`src/rtl/spmv_pkg.sv`:
```
// Shared types and helpers for the SpMV reduction node.
// Holds the route enum, statistics width and the value extender.
package spmv_pkg;

    typedef enum logic {
        ROUTE_A = 1'b0,
        ROUTE_B = 1'b1
    } route_e;

    localparam int SPMV_STAT_W = 16;
    localparam int SPMV_MAX_W  = 64;

    // Sign- or zero-extend the low `width` bits of value to full width.
    function automatic logic [SPMV_MAX_W-1:0] spmv_ext(
        input logic [SPMV_MAX_W-1:0] value,
        input int                    width,
        input logic                  is_signed
    );
        logic [SPMV_MAX_W-1:0] r;
        logic                  msb;
        msb = is_signed & value[width-1];
        for (int i = 0; i < SPMV_MAX_W; i++) begin
            r[i] = (i < width) ? value[i] : msb;
        end
        return r;
    endfunction

endpackage

```
`src/rtl/spmv_node_fifo.sv`:
```
// Output FIFO with two ordered push ports and one pop port.
// Push a lands before push b; a lone push b takes the first free slot.
module spmv_node_fifo
    import spmv_pkg::*;
#(
    parameter int DW    = 22,
    parameter int DEPTH = 4,
    localparam int AW   = $clog2(DEPTH),
    localparam int CW   = AW + 1
) (
    input  logic          clk,
    input  logic          rst_n,
    input  logic          i_push_a,
    input  logic [DW-1:0] i_data_a,
    input  logic          i_push_b,
    input  logic [DW-1:0] i_data_b,
    input  logic          i_pop,
    output logic [DW-1:0] o_data,
    output logic          o_valid,
    output logic [CW-1:0] o_count
);

    logic [DW-1:0] r_mem [DEPTH];
    logic [AW-1:0] r_wptr;
    logic [AW-1:0] r_rptr;
    logic [CW-1:0] r_count;
    logic [AW-1:0] w_wr_b;
    logic          w_pop;

    assign o_valid = (r_count != '0);
    assign o_count = r_count;
    assign w_pop   = i_pop & o_valid;
    assign w_wr_b  = i_push_a ? (r_wptr + AW'(1)) : r_wptr;
    assign o_data  = o_valid ? r_mem[r_rptr] : '0;

    // Storage write; both pushes may land in one cycle.
    always_ff @(posedge clk) begin
        if (i_push_a) r_mem[r_wptr] <= i_data_a;
        if (i_push_b) r_mem[w_wr_b] <= i_data_b;
    end

    // Pointer and occupancy bookkeeping.
    always_ff @(posedge clk or negedge rst_n) begin
        if (!rst_n) begin
            r_wptr  <= '0;
            r_rptr  <= '0;
            r_count <= '0;
        end else begin
            r_wptr  <= r_wptr + AW'(i_push_a) + AW'(i_push_b);
            r_rptr  <= r_rptr + AW'(w_pop);
            r_count <= r_count + CW'(i_push_a) + CW'(i_push_b)
                     - CW'(w_pop);
        end
    end

endmodule

```
`src/rtl/spmv_reduce_node.sv`:
```
// Two-lane SpMV reduction node: merges equal ids, steers by one id bit.
// Optional statistics counters are enabled by SPMV_NODE_STATS_EN.
module spmv_reduce_node
    import spmv_pkg::*;
#(
    parameter int IN_WIDTH   = 32,
    parameter int OUT_WIDTH  = IN_WIDTH + 1,
    parameter int ID_WIDTH   = 13,
    parameter int LOCATION   = 0,
    parameter int FIFO_DEPTH = 4,
    parameter int SIGNED     = 1
) (
    input  logic                 clk,
    input  logic                 rst_n,
    input  logic [ID_WIDTH-1:0]  in_a_id,
    input  logic [ID_WIDTH-1:0]  in_b_id,
    input  logic [IN_WIDTH-1:0]  in_a_val,
    input  logic [IN_WIDTH-1:0]  in_b_val,
    input  logic                 in_a_valid,
    input  logic                 in_b_valid,
    output logic                 in_ready,
    output logic [ID_WIDTH-1:0]  out_a_id,
    output logic [ID_WIDTH-1:0]  out_b_id,
    output logic [OUT_WIDTH-1:0] out_a_val,
    output logic [OUT_WIDTH-1:0] out_b_val,
    output logic                 out_a_valid,
    output logic                 out_b_valid,
    input  logic                 out_a_ready,
    input  logic                 out_b_ready
`ifdef SPMV_NODE_STATS_EN
    ,
    output logic [SPMV_STAT_W-1:0] merge_count,
    output logic [SPMV_STAT_W-1:0] collision_count
`endif
);

    localparam int DW = ID_WIDTH + OUT_WIDTH;
    localparam int CW = $clog2(FIFO_DEPTH) + 1;

    if (OUT_WIDTH < IN_WIDTH + 1) begin : g_chk_w
        $error("OUT_WIDTH must be at least IN_WIDTH+1");
    end
    if (OUT_WIDTH > SPMV_MAX_W) begin : g_chk_max
        $error("OUT_WIDTH exceeds SPMV_MAX_W");
    end
    if (LOCATION >= ID_WIDTH) begin : g_chk_loc
        $error("LOCATION must be below ID_WIDTH");
    end
    if (FIFO_DEPTH < 2 || (FIFO_DEPTH & (FIFO_DEPTH - 1)) != 0)
    begin : g_chk_depth
        $error("FIFO_DEPTH must be a power of two >= 2");
    end

    logic [SPMV_MAX_W-1:0] w_ext_a_full;
    logic [SPMV_MAX_W-1:0] w_ext_b_full;
    logic [OUT_WIDTH-1:0]  w_ext_a;
    logic [OUT_WIDTH-1:0]  w_ext_b;
    logic [OUT_WIDTH-1:0]  w_sum;
    logic                  w_unused_ext;
    route_e                w_route_a;
    route_e                w_route_b;
    logic                  w_acc;
    logic                  w_both;
    logic                  w_merge;
    logic                  w_merge_beat;
    logic                  w_collision_beat;
    logic [DW-1:0]         w_data0;
    logic [DW-1:0]         w_data1;
    logic                  w_a_push0;
    logic                  w_a_push1;
    logic                  w_b_push0;
    logic                  w_b_push1;
    logic [DW-1:0]         w_head_a;
    logic [DW-1:0]         w_head_b;
    logic [CW-1:0]         w_cnt_a;
    logic [CW-1:0]         w_cnt_b;
    logic                  r_init;

    assign w_ext_a_full = spmv_ext(SPMV_MAX_W'(in_a_val), IN_WIDTH,
                                   SIGNED != 0);
    assign w_ext_b_full = spmv_ext(SPMV_MAX_W'(in_b_val), IN_WIDTH,
                                   SIGNED != 0);
    assign w_ext_a      = w_ext_a_full[OUT_WIDTH-1:0];
    assign w_ext_b      = w_ext_b_full[OUT_WIDTH-1:0];
    assign w_unused_ext = ^{w_ext_a_full, w_ext_b_full};
    assign w_sum        = w_ext_a + w_ext_b;

    assign w_route_a = route_e'(in_a_id[LOCATION]);
    assign w_route_b = route_e'(in_b_id[LOCATION]);
    assign w_acc     = (in_a_valid | in_b_valid) & in_ready;
    assign w_both    = in_a_valid & in_b_valid;
    assign w_merge   = w_both & (in_a_id == in_b_id);

    assign w_merge_beat     = w_acc & w_merge;
    assign w_collision_beat = w_acc & w_both & ~w_merge
                            & (w_route_a == w_route_b);

    assign w_data0 = w_merge ? {in_a_id, w_sum} : {in_a_id, w_ext_a};
    assign w_data1 = {in_b_id, w_ext_b};

    // Steer lanes into FIFO slots; slot 0 always precedes slot 1.
    always_comb begin
        w_a_push0 = 1'b0;
        w_a_push1 = 1'b0;
        w_b_push0 = 1'b0;
        w_b_push1 = 1'b0;
        if (w_acc) begin
            unique case (1'b1)
                w_merge: begin
                    w_a_push0 = (w_route_a == ROUTE_A);
                    w_b_push0 = (w_route_a == ROUTE_B);
                end
                default: begin
                    w_a_push0 = in_a_valid & (w_route_a == ROUTE_A);
                    w_b_push0 = in_a_valid & (w_route_a == ROUTE_B);
                    w_a_push1 = in_b_valid & (w_route_b == ROUTE_A);
                    w_b_push1 = in_b_valid & (w_route_b == ROUTE_B);
                end
            endcase
        end
    end

    spmv_node_fifo #(
        .DW    (DW),
        .DEPTH (FIFO_DEPTH)
    ) u_fifo_a (
        .clk      (clk),
        .rst_n    (rst_n),
        .i_push_a (w_a_push0),
        .i_data_a (w_data0),
        .i_push_b (w_a_push1),
        .i_data_b (w_data1),
        .i_pop    (out_a_ready),
        .o_data   (w_head_a),
        .o_valid  (out_a_valid),
        .o_count  (w_cnt_a)
    );

    spmv_node_fifo #(
        .DW    (DW),
        .DEPTH (FIFO_DEPTH)
    ) u_fifo_b (
        .clk      (clk),
        .rst_n    (rst_n),
        .i_push_a (w_b_push0),
        .i_data_a (w_data0),
        .i_push_b (w_b_push1),
        .i_data_b (w_data1),
        .i_pop    (out_b_ready),
        .o_data   (w_head_b),
        .o_valid  (out_b_valid),
        .o_count  (w_cnt_b)
    );

    assign out_a_id  = w_head_a[DW-1:OUT_WIDTH];
    assign out_a_val = w_head_a[OUT_WIDTH-1:0];
    assign out_b_id  = w_head_b[DW-1:OUT_WIDTH];
    assign out_b_val = w_head_b[OUT_WIDTH-1:0];

    // Hold off acceptance until the first edge after reset release.
    always_ff @(posedge clk or negedge rst_n) begin
        if (!rst_n) r_init <= 1'b0;
        else        r_init <= 1'b1;
    end

    // Leave room for a dual push in either FIFO.
    assign in_ready = r_init
                    & (w_cnt_a <= CW'(FIFO_DEPTH - 2))
                    & (w_cnt_b <= CW'(FIFO_DEPTH - 2));

`ifdef SPMV_NODE_STATS_EN
    logic [SPMV_STAT_W-1:0] r_merge_cnt;
    logic [SPMV_STAT_W-1:0] r_coll_cnt;

    // Saturating merge and collision counters.
    always_ff @(posedge clk or negedge rst_n) begin
        if (!rst_n) begin
            r_merge_cnt <= '0;
            r_coll_cnt  <= '0;
        end else begin
            if (w_merge_beat && r_merge_cnt != '1)
                r_merge_cnt <= r_merge_cnt + 1'b1;
            if (w_collision_beat && r_coll_cnt != '1)
                r_coll_cnt <= r_coll_cnt + 1'b1;
        end
    end

    assign merge_count     = r_merge_cnt;
    assign collision_count = r_coll_cnt;
`else
    logic w_unused_stats;
    assign w_unused_stats = w_merge_beat | w_collision_beat;
`endif

endmodule

```
`config.mk`:
```
export PLATFORM = sky130hd
export DESIGN_NAME = spmv_reduce_node
export DESIGN_NICKNAME = d
export VERILOG_FILES = /design/src/rtl/spmv_pkg.sv /design/src/rtl/spmv_node_fifo.sv /design/src/rtl/spmv_reduce_node.sv
export SDC_FILE = /design/constraint.sdc
export NUM_CORES = 1
export LEC_CHECK = 0
export CORE_MARGIN = 10
export CORE_UTILIZATION = 59
export DETAILED_ROUTE_END_ITERATION = 7
export GPL_ROUTABILITY_DRIVEN = 0
export PLACE_DENSITY = 0.81
export SYNTH_ARGS = -nofsm -noshare
export SYNTH_HDL_FRONTEND = slang
export SYNTH_HIERARCHICAL = 1
export SYNTH_SLANG_ARGS = --single-unit
```
`constraint.sdc`:
```
create_clock -name clk -period 3.9 [get_ports clk]
set_input_delay 0.585 -clock clk [delete_from_list [all_inputs] [get_ports clk]]
set_output_delay 0.585 -clock clk [all_outputs]
set_load 0.1 [all_outputs]
```
Word-level counts from Yosys, hierarchy flattened
Memories as Yosys holds them, arrays and structs flattened. Cells that the tools add are included.

Logic and storage cells: 64. Output and inout bits: 95. Bits in latches: 0. Register bits: 15. Bits in read-only memories: 0. RAM bits: 368. Input bits: 96. Memories kept: 2.

Memory list: u_fifo_a.r_mem (words 4, bits a word 46, rd ports 1, clocked after Yosys merged registers in 0, write ports 2, line spmv_node_fifo.sv:23) `logic [DW-1:0] r_mem [DEPTH];`; u_fifo_b.r_mem (words 4, bits a word 46, rd ports 1, clocked after Yosys merged registers in 0, write ports 2, line spmv_node_fifo.sv:23).

Multiply operators: 0. $lt $le $gt $ge: 2. Add/sub/neg operators: 15. Equality and inequality tests: 1. Div/mod/pow operators: 0. Bitwise gates (word level): 14. Reductions and logical operators: 2. Multiplexer cells: 21. Shifts and indexed selects: 0.

Operators with widths (count): 2-to-1 mux 46 bit (2); adder 32 x 32 -> 33 bit (1); 2-to-1 mux 33 bit (1); 2-to-1 mux 1 bit (16); == test 13 bit (1); adder 2 x 1 -> 2 bit (6); adder 3 x 1 -> 3 bit (4); AND 1 bit (11); <= comparator 3 x 2 -> 1 bit (second input constant) (2); nonzero test 3 bit (2); subtractor 3 x 1 -> 3 bit (2); adder 2 x 1 -> 2 bit (second input constant) (2); 2-to-1 mux 2 bit (2); inverter 1 bit (2); bitwise OR 1 bit (1).

Depth between registers and ports, before layout
Depth after elaboration: 8. Depth in mapped cells: 14. Depth with buffers taken out: 12.

Cells and area by module
Netlist, hierarchy kept.

Modules (own cells, without submodules): spmv_node_fifo (cells each 542, sequential area each 5700.5 µm², area an instance 9641.7 µm², times used 2); spmv_reduce_node (cells each 357, sequential area each 25.0 µm², area an instance 2381.0 µm², times used 1).

Worst setup path before layout
Ideal clock, no wire load.

Path kind: register to register. Start point: register u_fifo_a.r_count[0], in the netlist u_fifo_a/o_count[0]. End point: memory u_fifo_b/r_mem[2][0] (netlist bit), enable pin. Data required time: 3.498 ns. Setup slack: -2.899 ns. Arrival time: 6.397 ns. Buffers on the path: 2. Library setup time: 0.402 ns. Period minus slack after synthesis: 6.799 ns. Cell stages (with the launch flop): 10. Path through: dfrtp_1 a22o_1 nor4b_1 nand3_1 nor2_1 inv_1 o41ai_2 buf_4 buf_4 a21o_1.

RTL lines: start: declaration (line spmv_node_fifo.sv:26) `logic [CW-1:0] r_count;`; start signal: assignment (line spmv_node_fifo.sv:51) `r_count <= r_count + CW'(i_push_a) + CW'(i_push_b)`; end: declaration (line spmv_node_fifo.sv:23).

==> results.yml <==
run_status:
  status: "finished clean"
cts:
  clock_path_buffers: 3
  cts_inserted_buffers: 41
  path_clk_slew_ns: 0.06
  clock_latency_ns: 0.55
  cts_tree: "done"
  numClockSinks: 383
  htree_levels: 2
  clockRootBuffer: "clkbuf_16"
setup_path:
  cp-start-kind: "input port"
  path_common_cell: "a211o_1"
  critical-path-top-delay-family: "compound AO/OA/AOI/OAI gates"
  path_cells: "clkdlybuf4s50_1, ha_1, fa_1, a211o_1, o211ai_1, a21oi_1, a211o_1, a31oi_4, o31a_2, nor3_1, a221o_1, mux2_1"
  cpPeakStageDelay_ns: 0.63
  slowest_stage: "clkdlybuf4s50_1"
  crit_required_ns: 4.19
  r2r_slack_ns: 0.38
  arrival_ns: 4.09
  path_buf_inv: 1
  path_class: "in -> reg"
  endpoint_kind: "flip-flop"
  cp_max_fo: 9
placed_design:
  portBuffers: 190
  place_ws_ns: -0.3473
  dpl.hpwl_um: 39520
  place_inst: 2179
routing:
  first_pass_iters: 7
  viasPerCell: 6.384
  via_count: 14376
  first_iter_violations: 1469
  wire_per_inst_um: 26.83
  ant_nets: 0
  route.detailed.drc: 0
  wl_um: 60420
global_routing:
  grt_pass1_wl_um: 91180
  overflow: 0
  first_global_vias: 14854
  grt_max_degree: 48
  grt_antenna_before_repair: 0
  gr-usage-all-layers: 0.2684
synth:
  ys_top_cells_by_area: "edfxtp_1 51%, mux2_2 16%, mux4_2 9.6%"
  synthesis.area_mm2: 0.02166
  synth_edf_count: 368
  synthCells: 1441
  syn_area_per_cell_um2: 15.03
  yosysWarnings: 6
  ys.flop_type: "edfxtp_1"
  synthTopCellsByCount: "368 x edfxtp_1, 310 x mux2_2, 104 x nor2b_1"
  synth-seq-cells: 383
  synthArstFlopShare: 0.03916
  synth.most_common_cell: "edfxtp_1"
  synth.largest_area_cell: "edfxtp_1"
  ys_types: 67
  synth.top_cell.area_share: 0.5101
  ys_seq_area_frac: 0.5274
  syn-num-nets: 1588
power_and_ir_drop:
  irDropWorstVdd_uv: 1107
  power.total_uw: 18570
  p_leak_uw: 0.009638
  power.density_mw_per_mm2: 701.9
timing:
  setup_viol: 0
  min_period_ns: 3.800
  fin_setup_tns_ns: 0
  skew_ns: 0.02872
  rsz0062_at_grt: "no"
  setup_ws_ns: 0.09964
  max_slew_margin: 0.2850
  fmax_ghz: 0.2631
  drv_slew: 0
  final_hold_viol_count: 0
  worst_pin_slew_ns: 1.061
  post-route-period-util: 0.9745
floorplanning:
  fp.dieW_um: 211.6
  core_area_mm2: 0.03643
  rows: 70
  dieArea_mm2: 0.04479
  die_h_um: 211.6
  initial_utilization: 0.5946
  ios: 191
layout:
  num-fill-cells: 2397
  nNetsFinal: 1901
  area_growth_pct: 22.11
  fin_cells: 2252
  drive_gt1_frac: 0.4226
  antennaDiodeCount: 0
  fin_util: 0.7261
min_path:
  hp-class: "in -> async"
flow_run:
  maxCapViolations: 0
-- cell usage in the layout (no fill, tap or decap), types with 10 or more instances in the layout --
cell type        instances
o21ai_0                 27
nand3_1                 15
a21oi_1                 28
dfrtp_1                 11
buf_12                  25
mux2_1                  59
clkbuf_1                10
mux4_2                  92
edfxtp_1               368
nand2_1                 57
a21o_1                  14
xor2_1                  26
clkdlybuf4s50_1         96
xnor2_1                 18
clkbuf_16               42
inv_1                   25
buf_4                  239
nor2b_1                104
mux2_2                 310
ha_1                    44
nor2_1                  19
nand4_1                 11
-- per-layer routing --
layer,up-vias,part of all wire,global-route usage
met2,682,0.49,0.4406
met4,0,0.025,0.07463
met3,111,0.084,0.04067
li1,6276,-,-
met5,-,0,0
met1,7307,0.41,0.3656
-- final timing paths --
kind | depth (start not counted) | end | start
setup / recovery | 12 | u_fifo_a/r_mem[3][28] | in_b_val[0]
setup reg to reg | 9 | u_fifo_b/r_mem[2][39] | u_fifo_a/o_count[0]
hold reg to reg | 1 | u_fifo_b/r_wptr[1] | u_fifo_b/r_wptr[1]
min in group clk | 1 | u_fifo_b/r_wptr[1] | u_fifo_b/r_wptr[1]
max in group asynchronous | 1 | u_fifo_a/r_rptr[0] | rst_n
hold / removal | 1 | u_fifo_b/r_rptr[0] | rst_n
-- cell families (layout without fill, tap and decap cells) --
logic type / count (synthesis) / in the layout / synth area share
muxes: 462 / 462 / 0.2879
AOI/OAI and AO/OA: 135 / 135 / 0.04424
adders and majority gates: 51 / 51 / 0.03188
other: 1 / 1 / 0.0001731
xor gates and xnor gates: 44 / 44 / 0.01779
buffers and inverters: 117 / 460 / 0.02836
and+or+nand+nor: 248 / 248 / 0.06226
DFF: 383 / 383 / 0.5274
-- final cells by class --
cell class | count | area, um2 | area share
sequential | 383 | 11440 | 0.4323
multi-input combinational | 941 | 9814 | 0.3710
clock buffer | 52 | 1089 | 0.04115
timing repair buffer | 360 | 3256 | 0.1231
tap | 468 | 585.6 | 0.02213
clock inverter | 21 | 173.9 | 0.006574
inverter | 27 | 101.3 | 0.003831
-- power by group --
group	switching [uW]	internal, uW	leakage, uW	total (uW)
logic	6910	2730	0.00553	9640
clock network	1600	2120	0.000622	3710
registers	459	4760	0.00348	5220
total	8960	9600	0.00964	18600
-- stage by stage --
stage / cell area, um2 / hold WS [ns]
2_1_floorplan: 21740 / 0.2894
3_3_place_gp: 25190 / 0.5313
3_5_place_dp: 25190 / 0.5430
4_1_cts: 26460 / 0.5111
5_1_grt: 26460 / 0.5478
6_report: 26460 / 0.5192
-- what timing repair did --
item | CTS | global route
endpoints found under the setup margin | 0 | 32
resized for setup | 0 | 5
hold buffers | 0 | 0
buffers inserted | 0 | 0
-- state kept, by name (all words and copies together) (netlist names) --
name,cells
u_fifo_a/r_wptr,2
u_fifo_b/r_mem,184
u_fifo_a/o_count,3
r_init,1
u_fifo_a/r_mem,184
u_fifo_b/r_rptr,2
u_fifo_b/r_wptr,2
u_fifo_a/r_rptr,2
u_fifo_b/o_count,3
Note: power is estimated with default switching activity, not from simulation.
